**src/rtl/tty_uart_tx.sv**
```systemverilog
// TTY character sink: captures core-clock-domain writes into clk_16M, queues them in a
// small FIFO and serialises each character as UART 8N1 (bit 7 always 0) on tx_o.
module tty_uart_tx #(
    parameter int BAUD_DIV = 139,
    parameter int FIFO_AW  = 2
) (
    input  logic               clk_16M,
    input  logic               rst_in,
    input  logic               clk_core_i,
    input  logic               tty_we_i,
    input  logic [6:0]         tty_data_i,
    output logic               tx_o,
    output logic               busy_o,
    output logic               overflow_o,
    output logic [FIFO_AW:0]   level_o,
    output logic [1:0]         dbg_state
);

    localparam int                 DEPTH     = 2 ** FIFO_AW;
    localparam int                 CW        = $clog2(BAUD_DIV);
    localparam logic [CW-1:0]      BAUD_LAST = CW'(BAUD_DIV - 1);
    localparam logic [FIFO_AW:0]   FULL_LVL  = (FIFO_AW + 1)'(DEPTH);

    typedef enum logic [1:0] {
        IDLE  = 2'd0,
        START = 2'd1,
        DATA  = 2'd2,
        STOP  = 2'd3
    } state_t;

    // ------------------------------------------------------------------
    // Core-domain capture: two flops per signal, plus one history flop on
    // the core clock so its falling edge can be detected.
    // ------------------------------------------------------------------
    logic [1:0] clk_sync;
    logic [1:0] we_sync;
    logic       clk_prev;
    logic [6:0] data_s1;
    logic [6:0] data_s2;

    always_ff @(posedge clk_16M or negedge rst_in) begin
        if (!rst_in) begin
            clk_sync <= '0;
            we_sync  <= '0;
            clk_prev <= 1'b0;
            data_s1  <= '0;
            data_s2  <= '0;
        end else begin
            clk_sync <= {clk_sync[0], clk_core_i};
            we_sync  <= {we_sync[0], tty_we_i};
            clk_prev <= clk_sync[1];
            data_s1  <= tty_data_i;
            data_s2  <= data_s1;
        end
    end

    // Falling edge of the core clock is mid core cycle, so data and strobe
    // have long since settled through the same two-flop delay.
    logic push_req;
    assign push_req = clk_prev & ~clk_sync[1] & we_sync[1];

    // ------------------------------------------------------------------
    // FIFO. Push/pop contract: push_req has no back-pressure; it is taken
    // when not full or when the FSM pops in the same cycle, else dropped and
    // flagged. pop is asserted only when level != 0, so it is always valid.
    // ------------------------------------------------------------------
    state_t              state;
    state_t              state_nxt;
    logic [6:0]          mem [DEPTH];
    logic [FIFO_AW-1:0]  wr_ptr;
    logic [FIFO_AW-1:0]  rd_ptr;
    logic [FIFO_AW:0]    level;
    logic                pop;
    logic                push_ok;

    assign pop     = (state == IDLE) && (level != '0);
    assign push_ok = push_req && ((level != FULL_LVL) || pop);

    always_ff @(posedge clk_16M) begin
        if (push_ok) begin
            mem[wr_ptr] <= data_s2;
        end
    end

    always_ff @(posedge clk_16M or negedge rst_in) begin
        if (!rst_in) begin
            wr_ptr     <= '0;
            rd_ptr     <= '0;
            level      <= '0;
            overflow_o <= 1'b0;
        end else begin
            if (push_ok) begin
                wr_ptr <= wr_ptr + 1'b1;
            end
            if (pop) begin
                rd_ptr <= rd_ptr + 1'b1;
            end
            case ({push_ok, pop})
                2'b10:   level <= level + 1'b1;
                2'b01:   level <= level - 1'b1;
                default: level <= level;
            endcase
            if (push_req && !push_ok) begin
                overflow_o <= 1'b1;
            end
        end
    end

    // ------------------------------------------------------------------
    // Serialiser FSM
    // ------------------------------------------------------------------
    logic [CW-1:0] baud_cnt;
    logic [CW-1:0] baud_nxt;
    logic [2:0]    bit_cnt;
    logic [2:0]    bit_nxt;
    logic [7:0]    shift_q;
    logic [7:0]    shift_nxt;
    logic          tx_nxt;
    logic          baud_done;

    assign baud_done = (baud_cnt == BAUD_LAST);

    always_ff @(posedge clk_16M or negedge rst_in) begin
        if (!rst_in) begin
            state    <= IDLE;
            baud_cnt <= '0;
            bit_cnt  <= '0;
            shift_q  <= '0;
            tx_o     <= 1'b1;
        end else begin
            state    <= state_nxt;
            baud_cnt <= baud_nxt;
            bit_cnt  <= bit_nxt;
            shift_q  <= shift_nxt;
            tx_o     <= tx_nxt;
        end
    end

    // tx_nxt is the line level for the state being entered, so tx_o is glitch-free.
    always_comb begin
        state_nxt = state;
        baud_nxt  = baud_cnt;
        bit_nxt   = bit_cnt;
        shift_nxt = shift_q;
        tx_nxt    = tx_o;
        case (state)
            IDLE: begin
                tx_nxt = 1'b1;
                if (pop) begin
                    shift_nxt = {1'b0, mem[rd_ptr]};
                    baud_nxt  = '0;
                    state_nxt = START;
                    tx_nxt    = 1'b0;
                end
            end
            START: begin
                if (baud_done) begin
                    baud_nxt  = '0;
                    bit_nxt   = '0;
                    state_nxt = DATA;
                    tx_nxt    = shift_q[0];
                end else begin
                    baud_nxt = baud_cnt + 1'b1;
                end
            end
            DATA: begin
                if (baud_done) begin
                    baud_nxt = '0;
                    if (bit_cnt == 3'd7) begin
                        state_nxt = STOP;
                        tx_nxt    = 1'b1;
                    end else begin
                        shift_nxt = {1'b0, shift_q[7:1]};
                        tx_nxt    = shift_q[1];
                        bit_nxt   = bit_cnt + 1'b1;
                    end
                end else begin
                    baud_nxt = baud_cnt + 1'b1;
                end
            end
            STOP: begin
                tx_nxt = 1'b1;
                if (baud_done) begin
                    baud_nxt  = '0;
                    state_nxt = IDLE;
                end else begin
                    baud_nxt = baud_cnt + 1'b1;
                end
            end
            default: begin
                state_nxt = IDLE;
                tx_nxt    = 1'b1;
            end
        endcase
    end

    assign busy_o    = (state != IDLE) | (level != '0);
    assign level_o   = level;
    assign dbg_state = state;

endmodule

```
**config.mk**
```make
export PLATFORM = sky130hd
export DESIGN_NAME = tty_uart_tx
export DESIGN_NICKNAME = d
export VERILOG_FILES = /design/src/rtl/tty_uart_tx.sv
export SDC_FILE = /design/constraint.sdc
export NUM_CORES = 1
export LEC_CHECK = 0
export ABC_CLOCK_PERIOD_IN_PS = 5600
export CORE_ASPECT_RATIO = 0.6
export CORE_MARGIN = 2
export CORE_UTILIZATION = 63
export DETAILED_ROUTE_END_ITERATION = 10
export HOLD_SLACK_MARGIN = 0.08
export PLACE_DENSITY = 0.95
export SLEW_MARGIN = 15
export SYNTH_ARGS = -nofsm -noshare
export SYNTH_HDL_FRONTEND = slang
export SYNTH_SLANG_ARGS = --single-unit
```
**constraint.sdc**
```tcl
create_clock -name clk_16M -period 5.6 [get_ports clk_16M]
set_input_delay 1.12 -clock clk_16M [delete_from_list [all_inputs] [get_ports clk_16M]]
set_output_delay 1.12 -clock clk_16M [all_outputs]
set_load 0.05 [all_outputs]
```
==> flow_summary_export.csv <==
group,metric,value,unit
routing,wl,5530,um
clocking,clkSlewWorstSetupHoldPaths,0.09,ns
global_route,gr-total-overflow,0,
global_route,met3_usage,0.0941,
synthesis,ys_warn_count,0,
setup_path,critPathLaunchType,"flop",
global_route,grtUsageTotal,0.224,
global_route,grt_use_met1,0.316,
sta,tns,0,ns
place,dp_hpwl,3740,um
power,peakVddDrop,0.380,mV
die,die_area,0.00569,mm2
synthesis,ys_async_sr_fraction,0.632,
routing,vias_per_cell,5.79,
synthesis,synth_seq_cells,76,
sta,worst_pin_slew,0.704,ns
die,io_pins,19,
setup_path,timing.rr.end,"level_o[2]$_DFFE_PN0P_",
setup_path,crit_path_end_kind,"output port",
setup_path,crit_arrival,2.50,ns
clocking,clk_path_buf_depth,2,
synthesis,synth_top_area_share,0.367,
setup_path,cp.required,4.48,ns
synthesis,synth_compound_gate_area_share,0.0867,
synthesis,synth_top_family_by_area,"simple AND/OR/NAND/NOR gates",
clocking,htree_num_levels,3,
place,port_buffers,18,
synthesis,synth_edf_count,28,
global_route,grt_pass1_vias,1823,
power,total_power,1960,uW
clocking,cts_repair_resize_count,0,
power,p_per_area,538,mW/mm2
global_route,grt_pass1_wl,9050,um
sta,slew_headroom,0.531,
layout,final_core_util,0.733,
layout,final_nets,275,
power,p_leak,0.00147,uW
clocking,numCtsBuffers,9,
routing,drt-initial-drc-count,107,
synthesis,yosys.area_share.simple,0.103,
routing,first_pass_iters,4,
synthesis,yosysSeqAreaShare,0.638,
setup_path,crit_type,"flop to output port",
die,die_y,59.2,um
sta,rsz0062_at_grt,"false",
sta,period_needed,3.62,ns
synthesis,muxShareOfSynthArea,0.0656,
routing,postRouteAntennaNets,0,
sta,skew,0.00607,ns
setup_path,r2r_cells,9,
sta,holdWs,0.353,ns
setup_path,path_max_fanout,12,
synthesis,synth_area_leader_cell,"dfrtp_1",
global_route,grt_use_met2,0.319,
synthesis,syn_nets,252,
synthesis,synthXorXnorAreaFrac,0.0273,
clocking,clkSinkCount,76,
clocking,hold_buffers,0,
synthesis,syn_area,0.00320,mm2
routing,routedWlPerCell,17.2,um
sta,timing.final.ws_setup,1.98,ns
setup_path,rrSetupSlack,3.14,ns
sta,post-route-period-util,0.647,
sta,hold_violations,0,
global_route,grt_max_degree,49,
clocking,cts_root_buffer,"clkbuf_8",
synthesis,avgSynthCellArea,14.1,um2
sta,drv_slew,0,
die,initial_core_util,0.643,
sta,max_freq,276,MHz
clocking,insertion_delay,0.36,ns
clocking,cts_tree,"yes",
worst_hold_path,whs_path_depth,0,
layout,drive_above_1_share,0.169,
global_route,antenna_found_initial,0,
synthesis,yosysUniqueCellTypes,53,
place,place_congestion,0.835,
setup_path,r2r_start,"dbg_state[0]$_DFFE_PN0P_",
die,fp-row-count,20,
layout,areaGrowthSynthToFinish,13.9,%
worst_hold_path,min_to,"data_s2[3]$_DFF_PN0_",
routing,vias,1857,
global_route,grt_busiest_layer,"met2",
clocking,cts_setup_buffers,0,
die,coreArea,0.00498,mm2
run_status,status,"finished, final reports clean",
die,die_w,96.1,um
synthesis,synth_area_leaders,"dfrtp_1 (37%), edfxtp_1 (26%), ha_1 (5.1%)",
synthesis,yosys.area_share.adder,0.0570,
synthesis,synthCells,227,
flow_run,cap_violations,0,
worst_hold_path,hp-class,"flop to flop",
sta,setup_viol,0,
routing,drc,0,
layout,n_antenna_cell,0,
worst_hold_path,hp-start,"data_s1[3]$_DFF_PN0_",
place,dp_worst_setup_slack,2.38,ns
synthesis,synth_flop_cell,"dfrtp_1",
[layer usage]
| metal | share of wire | wire length, um |
|---|---|---|
| met5 | 0 | 0 |
| met4 | 0.0089 | 49 |
| met3 | 0.063 | 349 |
| met1 | 0.46 | 2560 |
| met2 | 0.46 | 2570 |
[Yosys cell counts (all sizes together) (2+ instances only)]
cell      n
nor2b     5
edfxtp   28
mux2i     3
buf       4
nand4     3
nor2     15
o21ai     7
xnor2     6
dfrtp    47
a211oi    5
ha       13
mux2     14
nand2     8
o31ai     2
nand3     2
xor2      4
o22ai     6
a22oi     2
and2      5
nor4b     3
and3      3
a21oi     7
clkbuf    2
o2bb2ai   2
inv      11
[layout make-up]
cell class	instances	area [um2]
Clock buffer	9	124
Clock inverter	7	90.1
Fill cell	317	1330
Inverter	12	45.0
Multi-Input combinational cell	133	1090
Sequential cell	76	2040
Tap cell	66	82.6
Timing Repair Buffer	18	178
[worst max path at each step]
| stage | slack, ns | endpoint | cells after the start | from |
|---|---|---|---|---|
| after floorplan | 2.79 | busy_o | 5 | dbg_state[0]$_DFFE_PN0P_ |
| after global placement | 2.46 | busy_o | 5 | dbg_state[0]$_DFFE_PN0P_ |
| after detailed placement | 2.38 | busy_o | 5 | dbg_state[0]$_DFFE_PN0P_ |
| after CTS | 1.97 | busy_o | 5 | dbg_state[0]$_DFFE_PN0P_ |
| after global routing | 1.84 | busy_o | 5 | dbg_state[0]$_DFFE_PN0P_ |
| final | 1.98 | busy_o | 5 | dbg_state[0]$_DFFE_PN0P_ |
[per-stage QoR]
step / instance area, um2 / cells
2_1_floorplan: 3200 / 227
3_3_place_gp: 3430 / 305
3_5_place_dp: 3430 / 305
4_1_cts: 3650 / 321
5_1_grt: 3650 / 321
6_report: 3650 / 321
[sequential cells by signal (all words and copies together), names as in the netlist]
name and flops:
baud_cnt 8, bit_cnt 3, clk_prev 1, clk_sync 2, data_s1 7, data_s2 7
dbg_state 2, level_o 3, mem 28, overflow_o 1, rd_ptr 2, shift_q 7
tx_o 1, we_sync 2, wr_ptr 2
[logic make-up after synthesis]
kind of cell / Yosys count
AO/OA/AOI/OAI: 37
buffers and inverters: 18
XOR/XNOR: 10
flip-flops: 76
adder cells (fa/ha/maj): 14
AND/OR/NAND/NOR: 54
multiplexers: 18
[layout by cell type (no fill, tap or decap), types with 2 or more instances in the layout]
master	synthesis	routed
a22oi_1	2	2
and3_1	3	3
dfrtp_1	47	47
o2bb2ai_1	2	2
inv_6	0	2
and2_1	5	5
a21oi_1	5	5
edfxtp_1	28	28
nand3_1	2	2
nand2_1	8	8
nor2_1	15	15
mux2_2	13	13
clkdlybuf4s50_1	0	17
clkbuf_8	0	9
ha_1	13	13
mux2i_1	3	3
o21ai_0	5	5
xor2_1	4	4
o22ai_1	6	6
nor2b_1	5	5
a211oi_1	5	5
inv_8	0	3
nor4b_2	2	2
nand4_1	3	3
inv_1	10	10
xnor2_1	6	6
[worst max-delay path, stage by stage, from the launching register on]
cell             delay, ns
dfrtp_1               0.42
inv_1                 0.14
ha_1                  0.32
nor4b_4               0.35
inv_2                 0.17
clkdlybuf4s50_1       0.74
[report_power, final]
group	internal, uW	switching (uW)	total (uW)
registers	683	122	806
logic	314	403	717
clock network	219	222	441
total	1220	747	1960
Power figures use the tool's default switching activity.
